$ cat src/rtl/ctrl_pipe_if.sv
// ID-stage inputs and per-stage control bundles/destinations of the control pipe.
// master drives the ID side (fetch/testbench); slave is the control pipe itself.
interface ctrl_pipe_if #(
  parameter int RF_ADDR_W = 5
);
  logic                 id_valid;
  logic [31:0]          id_instr;
  logic                 stall;
  logic                 flush;
  logic                 hazard;
  logic [12:0]          ex_ctrl;
  logic [RF_ADDR_W-1:0] ex_rd;
  logic [12:0]          mem_ctrl;
  logic [RF_ADDR_W-1:0] mem_rd;
  logic [12:0]          wb_ctrl;
  logic [RF_ADDR_W-1:0] wb_rd;
  logic                 illegal;

  modport master (
    output id_valid, id_instr, stall, flush,
    input  hazard, ex_ctrl, ex_rd, mem_ctrl, mem_rd, wb_ctrl, wb_rd, illegal
  );

  modport slave (
    input  id_valid, id_instr, stall, flush,
    output hazard, ex_ctrl, ex_rd, mem_ctrl, mem_rd, wb_ctrl, wb_rd, illegal
  );
endinterface

$ cat src/rtl/ctrl_pipe_unit.sv
// RV32 decode + ID/EX, MEM_LAT-deep MEM and WB control registers with load-use detection; 1 cycle to EX, 1+MEM_LAT to WB.
// Downstream stages never stall; ILLEGAL_TRAP_EN (optional macro) adds the registered illegal-opcode flag.
module ctrl_pipe_unit #(
  parameter int MEM_LAT   = 1,
  parameter int RF_ADDR_W = 5
) (
  input  logic       clk,
  input  logic       rst_n,
  ctrl_pipe_if.slave pipe
);

  typedef struct packed {
    logic       jalr;
    logic       lui;
    logic [1:0] aj;
    logic       i_type;
    logic       alusrc;
    logic [1:0] aluop;
    logic       memtoreg;
    logic       memwrite;
    logic       memread;
    logic       branch;
    logic       regwrite;
  } ctrl_t;

  typedef logic [RF_ADDR_W-1:0] rf_addr_t;

  localparam logic [6:0] OP_R      = 7'b0110011;
  localparam logic [6:0] OP_LOAD   = 7'b0000011;
  localparam logic [6:0] OP_STORE  = 7'b0100011;
  localparam logic [6:0] OP_BRANCH = 7'b1100011;
  localparam logic [6:0] OP_IMM    = 7'b0010011;
  localparam logic [6:0] OP_JAL    = 7'b1101111;
  localparam logic [6:0] OP_JALR   = 7'b1100111;
  localparam logic [6:0] OP_AUIPC  = 7'b0010111;
  localparam logic [6:0] OP_LUI    = 7'b0110111;

  ctrl_t    dec_ctrl;
  rf_addr_t dec_rd;
  rf_addr_t rs1;
  rf_addr_t rs2;
  logic     use_rs1;
  logic     use_rs2;
  logic     haz;
  logic     unused_instr;

  ctrl_t    ex_ctrl_d;
  ctrl_t    ex_ctrl_q;
  rf_addr_t ex_rd_d;
  rf_addr_t ex_rd_q;
  ctrl_t    mem_ctrl_q [MEM_LAT];
  rf_addr_t mem_rd_q   [MEM_LAT];

  assign rs1          = pipe.id_instr[15 +: RF_ADDR_W];
  assign rs2          = pipe.id_instr[20 +: RF_ADDR_W];
  assign unused_instr = ^pipe.id_instr;

  always_comb begin
    dec_ctrl = '0;
    use_rs1  = 1'b1;
    use_rs2  = 1'b0;
    case (pipe.id_instr[6:0])
      OP_R: begin
        dec_ctrl.regwrite = 1'b1;
        dec_ctrl.aluop    = 2'b10;
        use_rs2           = 1'b1;
      end
      OP_LOAD: begin
        dec_ctrl.regwrite = 1'b1;
        dec_ctrl.alusrc   = 1'b1;
        dec_ctrl.i_type   = 1'b1;
        dec_ctrl.memread  = 1'b1;
        dec_ctrl.memtoreg = 1'b1;
      end
      OP_STORE: begin
        dec_ctrl.alusrc   = 1'b1;
        dec_ctrl.i_type   = 1'b1;
        dec_ctrl.memwrite = 1'b1;
        use_rs2           = 1'b1;
      end
      OP_BRANCH: begin
        dec_ctrl.branch   = 1'b1;
        dec_ctrl.i_type   = 1'b1;
        dec_ctrl.aluop    = 2'b01;
        use_rs2           = 1'b1;
      end
      OP_IMM: begin
        dec_ctrl.regwrite = 1'b1;
        dec_ctrl.alusrc   = 1'b1;
        dec_ctrl.i_type   = 1'b1;
        dec_ctrl.aluop    = 2'b10;
      end
      OP_JAL: begin
        dec_ctrl.regwrite = 1'b1;
        dec_ctrl.alusrc   = 1'b1;
        dec_ctrl.i_type   = 1'b1;
        dec_ctrl.branch   = 1'b1;
        dec_ctrl.aluop    = 2'b11;
        use_rs1           = 1'b0;
      end
      OP_JALR: begin
        dec_ctrl.regwrite = 1'b1;
        dec_ctrl.alusrc   = 1'b1;
        dec_ctrl.i_type   = 1'b1;
        dec_ctrl.jalr     = 1'b1;
        dec_ctrl.aj       = 2'b01;
        dec_ctrl.aluop    = 2'b11;
      end
      OP_AUIPC: begin
        dec_ctrl.regwrite = 1'b1;
        dec_ctrl.alusrc   = 1'b1;
        dec_ctrl.i_type   = 1'b1;
        dec_ctrl.aj       = 2'b11;
        use_rs1           = 1'b0;
      end
      OP_LUI: begin
        dec_ctrl.regwrite = 1'b1;
        dec_ctrl.alusrc   = 1'b1;
        dec_ctrl.lui      = 1'b1;
        dec_ctrl.aluop    = 2'b10;
        use_rs1           = 1'b0;
      end
      default: dec_ctrl = '0;
    endcase
  end

  // Instructions that do not write the register file carry rd=0 so they can never trigger a hazard.
  assign dec_rd = dec_ctrl.regwrite ? pipe.id_instr[7 +: RF_ADDR_W] : '0;

  function automatic logic load_hit(ctrl_t c, rf_addr_t rd, rf_addr_t s1, rf_addr_t s2,
                                    logic u1, logic u2);
    return c.memread && (rd != '0) && ((u1 && (rd == s1)) || (u2 && (rd == s2)));
  endfunction

  // Load data is only usable once it leaves the last MEM stage, so the final stage is not checked.
  always_comb begin
    haz = 1'b0;
    if (pipe.id_valid) begin
      haz = load_hit(ex_ctrl_q, ex_rd_q, rs1, rs2, use_rs1, use_rs2);
      for (int k = 0; k < MEM_LAT - 1; k++) begin
        haz = haz | load_hit(mem_ctrl_q[k], mem_rd_q[k], rs1, rs2, use_rs1, use_rs2);
      end
    end
  end

  always_comb begin
    ex_ctrl_d = '0;
    ex_rd_d   = '0;
    if (pipe.id_valid && !pipe.flush && !pipe.stall && !haz) begin
      ex_ctrl_d = dec_ctrl;
      ex_rd_d   = dec_rd;
    end
  end

  always_ff @(posedge clk or negedge rst_n) begin
    if (!rst_n) begin
      ex_ctrl_q <= '0;
      ex_rd_q   <= '0;
      for (int k = 0; k < MEM_LAT; k++) begin
        mem_ctrl_q[k] <= '0;
        mem_rd_q[k]   <= '0;
      end
    end else begin
      ex_ctrl_q     <= ex_ctrl_d;
      ex_rd_q       <= ex_rd_d;
      mem_ctrl_q[0] <= ex_ctrl_q;
      mem_rd_q[0]   <= ex_rd_q;
      for (int k = 1; k < MEM_LAT; k++) begin
        mem_ctrl_q[k] <= mem_ctrl_q[k-1];
        mem_rd_q[k]   <= mem_rd_q[k-1];
      end
    end
  end

  assign pipe.hazard   = haz;
  assign pipe.ex_ctrl  = ex_ctrl_q;
  assign pipe.ex_rd    = ex_rd_q;
  assign pipe.mem_ctrl = mem_ctrl_q[0];
  assign pipe.mem_rd   = mem_rd_q[0];
  assign pipe.wb_ctrl  = mem_ctrl_q[MEM_LAT-1];
  assign pipe.wb_rd    = mem_rd_q[MEM_LAT-1];

`ifdef ILLEGAL_TRAP_EN
  logic illegal_d;
  logic illegal_q;

  // Every legal opcode decodes to a non-empty bundle, so an all-zero decode marks an illegal one.
  assign illegal_d = pipe.id_valid && !pipe.flush && !pipe.stall && !haz && (dec_ctrl == '0);

  always_ff @(posedge clk or negedge rst_n) begin
    if (!rst_n) begin
      illegal_q <= 1'b0;
    end else begin
      illegal_q <= illegal_d;
    end
  end

  assign pipe.illegal = illegal_q;
`else
  assign pipe.illegal = 1'b0;
`endif

endmodule

$ cat src/flat_wrapper.sv
// flat-port wrapper written by rule: the top's interface ports become plain ports
module ctrl_pipe_unit_flat 
#(
  parameter int MEM_LAT   = 1,
  parameter int RF_ADDR_W = 5
)
  (clk, rst_n, pipe_id_valid, pipe_id_instr, pipe_stall, pipe_flush, pipe_hazard, pipe_ex_ctrl, pipe_ex_rd, pipe_mem_ctrl, pipe_mem_rd, pipe_wb_ctrl, pipe_wb_rd, pipe_illegal);
  ctrl_pipe_if #(.RF_ADDR_W(RF_ADDR_W)) pipe_i ();
  input  logic clk;
  input  logic rst_n;
  input wire logic [$bits(pipe_i.id_valid)-1:0] pipe_id_valid;
  input wire logic [$bits(pipe_i.id_instr)-1:0] pipe_id_instr;
  input wire logic [$bits(pipe_i.stall)-1:0] pipe_stall;
  input wire logic [$bits(pipe_i.flush)-1:0] pipe_flush;
  output wire logic [$bits(pipe_i.hazard)-1:0] pipe_hazard;
  output wire logic [$bits(pipe_i.ex_ctrl)-1:0] pipe_ex_ctrl;
  output wire logic [$bits(pipe_i.ex_rd)-1:0] pipe_ex_rd;
  output wire logic [$bits(pipe_i.mem_ctrl)-1:0] pipe_mem_ctrl;
  output wire logic [$bits(pipe_i.mem_rd)-1:0] pipe_mem_rd;
  output wire logic [$bits(pipe_i.wb_ctrl)-1:0] pipe_wb_ctrl;
  output wire logic [$bits(pipe_i.wb_rd)-1:0] pipe_wb_rd;
  output wire logic [$bits(pipe_i.illegal)-1:0] pipe_illegal;
  assign pipe_i.id_valid = pipe_id_valid;
  assign pipe_i.id_instr = pipe_id_instr;
  assign pipe_i.stall = pipe_stall;
  assign pipe_i.flush = pipe_flush;
  assign pipe_hazard = pipe_i.hazard;
  assign pipe_ex_ctrl = pipe_i.ex_ctrl;
  assign pipe_ex_rd = pipe_i.ex_rd;
  assign pipe_mem_ctrl = pipe_i.mem_ctrl;
  assign pipe_mem_rd = pipe_i.mem_rd;
  assign pipe_wb_ctrl = pipe_i.wb_ctrl;
  assign pipe_wb_rd = pipe_i.wb_rd;
  assign pipe_illegal = pipe_i.illegal;
  ctrl_pipe_unit #(.MEM_LAT(MEM_LAT), .RF_ADDR_W(RF_ADDR_W)) u_core (.clk(clk), .rst_n(rst_n), .pipe(pipe_i));
endmodule
$ cat config.mk
export PLATFORM = sky130hd
export DESIGN_NAME = ctrl_pipe_unit_flat
export DESIGN_NICKNAME = d
export VERILOG_FILES = /design/src/rtl/ctrl_pipe_if.sv /design/src/rtl/ctrl_pipe_unit.sv /design/src/flat_wrapper.sv
export SDC_FILE = /design/constraint.sdc
export NUM_CORES = 1
export LEC_CHECK = 0
export CAP_MARGIN = 20
export CORE_ASPECT_RATIO = 0.5
export CORE_UTILIZATION = 30
export CTS_BUF_LIST = sky130_fd_sc_hd__clkbuf_4 sky130_fd_sc_hd__clkbuf_8
export DETAILED_ROUTE_END_ITERATION = 6
export PLACE_DENSITY = 0.67
export RECOVER_POWER = 25
export SLEW_MARGIN = 15
export SYNTH_ARGS = -nofsm -noshare
export SYNTH_HDL_FRONTEND = slang
export SYNTH_SLANG_ARGS = --single-unit
$ cat constraint.sdc
create_clock -name clk -period 1.7 [get_ports clk]
set_input_delay 0.34 -clock clk [delete_from_list [all_inputs] [get_ports clk]]
set_output_delay 0.34 -clock clk [all_outputs]
set_load 0.05 [all_outputs]
* Word-level counts from Yosys, hierarchy flattened
Cells that the tools add are included.
** Storage, ports and cells
- Bits in registers :: 36
- Bits of input ports :: 37
- Output and inout port bits :: 56
- Logic and storage cells :: 71
** Operators by class
- Eq/ne operators :: 11
- Multiplexer cells :: 16
- Reduce and logical (&&, ||, !) cells :: 20
** Operator list (count)
- $eq A7 B6 Y1 const B :: 3
- $eq A7 B7 Y1 const B :: 3
- $reduce_or A7 Y1 :: 3
- $eq A7 B5 Y1 const B :: 2
- $mux W13 :: 1
- $mux W1 :: 11
- $eq A5 B5 Y1 :: 2
- $mux W5 :: 2
- $reduce_or A3 Y1 :: 3
- $eq A7 B2 Y1 const B :: 1
- $logic_and A1 B1 Y1 :: 7
- $pmux W2 S3 :: 1
- $reduce_bool A5 Y1 :: 1
- $pmux W2 S2 :: 1
- $reduce_or A2 Y1 :: 2
- $logic_not A1 Y1 :: 3
- $logic_or A1 B1 Y1 :: 1

* Longest topological paths before layout
- Depth after elaboration :: 10
- Depth in mapped cells :: 6
- Gate-level depth less buffers :: 4

* Worst setup path after synthesis
OpenSTA, ideal clock, no wires.
- Path type :: register to output
- From :: reg u_core.ex_rd_q[1] (netlist: u_core.pipe.ex_rd[1])
- To :: out pipe_hazard
- Arrival :: 1.979 ns
- Required time :: 1.360 ns
- Path slack :: -0.619 ns
- Stages on the path, launching flop included :: 6
- Buffers on the path :: 1
- Cells stage by stage :: dfrtp_1 xnor2_1 nand3_1 nor4_4 buf_6 or2_1
** On the way
- Cells in the longest elaborated chain, start to end :: 5
- Elaborated cells on any way between the ends :: 9
- Those cells by class :: eq/ne: 2; mux: 1; reduce/logical: 6
** Ends and longest elaborated chain
- start, declared :: line ctrl_pipe_unit.sv:50 : rf_addr_t ex_rd_q;
- start signal, assigned :: line ctrl_pipe_unit.sv:165 : ex_rd_q <= ex_rd_d;
- $eq A5 B5 Y1 :: line ctrl_pipe_unit.sv:132 : return c.memread && (rd != '0) && ((u1 && (rd == s1)) || (u2 && (rd == s2)));
- $logic_and A1 B1 Y1 :: line ctrl_pipe_unit.sv:132
- $logic_or A1 B1 Y1 :: line ctrl_pipe_unit.sv:132
- $logic_and A1 B1 Y1 (*) :: line ctrl_pipe_unit.sv:132
- $mux W1 (*) :: line ctrl_pipe_unit.sv:138 : if (pipe.id_valid) begin
- end, declared :: line flat_wrapper.sv:15 : output wire logic [$bits(pipe_i.hazard)-1:0] pipe_hazard;
Every way passes the cells marked *; elsewhere a longest branch is shown, timed or not.

* Worst setup path in the final report
- From :: reg u_core.ex_rd_q[4] (netlist: u_core.pipe.ex_rd[4])
- To :: out pipe_hazard
Same word-level chain as after synthesis.

==> flow_summary.yaml <==
yosys:
  ys_async_sr_fraction_pct: 100
  synth_top_area_share_pct: 50.8
  synth_cell_type_count: 43
  syn_nets: 176
  synthCells: 139
  synth_top_area_cell: "dfrtp_1"
  ys_seq_elements: 34
  ys_warn_count: 0
  synth_top_cells_by_area: "dfrtp_1 (51%), buf_4 (9.4%), nor3_2 (5.4%)"
  synth.most_common_cell: "dfrtp_1"
  synth.cells.most_frequent: "dfrtp_1 (34), buf_4 (21), xnor2_1 (10)"
  synth-edff-count: 0
  syn_area_sq_um: 1670
  syn_avg_cell_area_sq_um: 12.0
  ys.flop_type: "dfrtp_1"
  synth_sequential_area_ratio_pct: 50.8
worst_setup_path:
  crit_arrival_ns: 1.90
  cp.required_ns: 1.36
  cp_max_fo: 2
  r2r_start: "u_core.pipe.ex_rd[4]"
  reg2reg_depth: 8
  startpoint_type: "register"
  r2r_slack_ns: -0.30
  worst-setup-path-type: "reg -> out"
  reg2reg_to: "u_core.pipe.ex_ctrl[12]"
  end_kind: "primary output"
timing:
  hold_viol: 0
  drv_slew: 0
  clock.fmax_mhz: 446
  finalSetupViolCount: 16
  rsz0062_at_grt: "yes"
  finalCritPeriodShare_pct: 132
  fin_ws_ns: -0.544
  period_minus_slack_ns: 2.24
  fin_skew_ns: 0.00278
clocking:
  clockRootBuffer: "clkbuf_8"
  cts_tree: "yes"
  cts.path.max_buffers: 2
  clock_sinks: 34
  clkTransAtPathRegs_ns: 0.06
  cts_made_buffers: 5
  clock_latency_ns: 0.27
  cts_max_level: 2
  postCtsHoldBufs: 0
global_route:
  antenna_found_initial: 0
  grt_pass1_wl_um: 6220
  grt_usage_pct: 14.3
  grt-ovfl-total: 0
  grt_max_degree: 35
  grt_pass1_vias: 1219
power:
  ir_drop_mv: 0.279
  pwr_density_cell_nw_per_um2: 573
  power.total_uw: 1640
  leakage_uw: 0.00134
die:
  row_count: 18
  coreArea_sq_um: 5130
  ios: 93
  die_h_um: 54.8
  die-area_sq_um: 5900
  chipWidth_um: 108
  initial_core_util_pct: 32.6
worst_hold_path:
  holdCritStartpoint: "u_core.pipe.ex_ctrl[3]"
  min_path_cells: 0
  min_to: "u_core.pipe.mem_ctrl[3]"
  hold_class: "reg -> reg"
finish:
  fin_nets: 267
  fillCellCount: 432
  antenna_cells: 0
  area_growth_pct: 71.2
  final_layout_size_suffix_gt1_share_pct: 55.8
place:
  gp_congestion: 0.810
  dpl.hpwl_um: 3290
  io_buffer_count: 81
  dp_slack_ns: -0.585
drt:
  wl_um: 4580
  drc: 0
  vias_per_cell: 4.61
  detail-route-antenna-nets: 0
  vias: 1387
  drt_iter0_markers: 67
  dr.pass1.iters: 4
  routedWlPerCell_um: 15.2
run:
  drv_cap: 0
status:
  violations: "negative setup slack"
  status: "finished with violations"
worst max-delay path, stage by stage (launching register included):
cell and delay [ns]:
dfrtp_2 0.41, or4_4 0.58, o211ai_2 0.20, nor4_4 0.05, or2_4 0.24, buf_12 0.15
power by group:
group	leakage, uW	total [uW]	internal [uW]	switching (uW)
combinational	0.000826	225	112	114
sequential	0.000467	813	811	1.31
clock	0.0000517	603	342	261
per-stage QoR:
stage	hold WS (ns)	TNS, ns	area, sq um	instances	utilization [%]
after floorplan	0.0444	-1.05	1700	139	-
after global placement	0.357	-6.96	2480	286	48.4
after detailed placement	0.364	-7.33	2480	286	48.4
after CTS	0.379	-1.64	2620	294	51.1
after global routing	0.395	-4.19	2870	301	55.8
final	0.377	-3.37	2870	301	55.8
flip-flops by register name, indices dropped and copies added, names as in the netlist:
name,count
u_core.pipe.mem_rd,5
u_core.pipe.ex_ctrl,12
u_core.pipe.ex_rd,5
u_core.pipe.mem_ctrl,12
cells by family after synthesis:
kind of cell | share of synthesized area [%]
buffers and inverters | 12.5
XOR/XNOR | 5.23
other | 0.224
AO/OA/AOI/OAI | 6.35
AND/OR/NAND/NOR | 24.9
flip-flops | 50.8
layer usage:
layer / up-vias / track usage [%] / wire (um)
li1: 650 / - / -
met1: 686 / 19.7 / 2050
met2: 49 / 22.4 / 2260
met3: 2 / 3.93 / 250
met4: 0 / 3.65 / 21
met5: - / 0 / 0
worst max path at each step:
stage          cells after the start     endpoint  slack [ns]                 start
6_report                           5  pipe_hazard       -0.54  u_core.pipe.ex_rd[4]
5_1_grt                            5  pipe_hazard       -0.59  u_core.pipe.ex_rd[4]
4_1_cts                            5  pipe_hazard       -0.57  u_core.pipe.ex_rd[4]
3_5_place_dp                       6  pipe_hazard       -0.59      pipe_id_instr[4]
3_3_place_gp                       6  pipe_hazard       -0.57      pipe_id_instr[4]
2_1_floorplan                      5  pipe_hazard       -0.37  u_core.pipe.ex_rd[0]
cell usage in the layout, fill, tap and decap left out, types with 3 or more instances in the layout:
cell / netlist / routed
nor4b_4: 0 / 3
nand3_1: 6 / 6
dfrtp_1: 34 / 29
xnor2_1: 10 / 8
nor3_4: 0 / 9
nor2_1: 3 / 3
nand2b_1: 3 / 3
buf_6: 2 / 5
clkbuf_8: 0 / 6
nand4_1: 5 / 5
nor4_4: 2 / 3
clkdlybuf4s50_1: 0 / 20
nand2_1: 4 / 3
dlymetal6s2s_1: 0 / 5
dfrtp_2: 0 / 5
buf_12: 0 / 6
buf_4: 21 / 74
final cells by class:
type	instances	area (sq um)	area share, %
Timing Repair Buffer	112	1010	35.1
Sequential cell	34	857	29.9
Multi-Input combinational cell	75	812	28.3
Clock buffer	7	90.1	3.14
Tap cell	70	87.6	3.06
Inverter	2	7.51	0.262
Clock inverter	1	5.00	0.175
repair_timing:
action,in CTS,in global routing
resized for setup,9,36
cloned,0,1
pin swaps,3,10
buffers inserted,0,6
endpoints found under the setup margin,18,17
No activity file was read; power rests on OpenSTA's default activity.
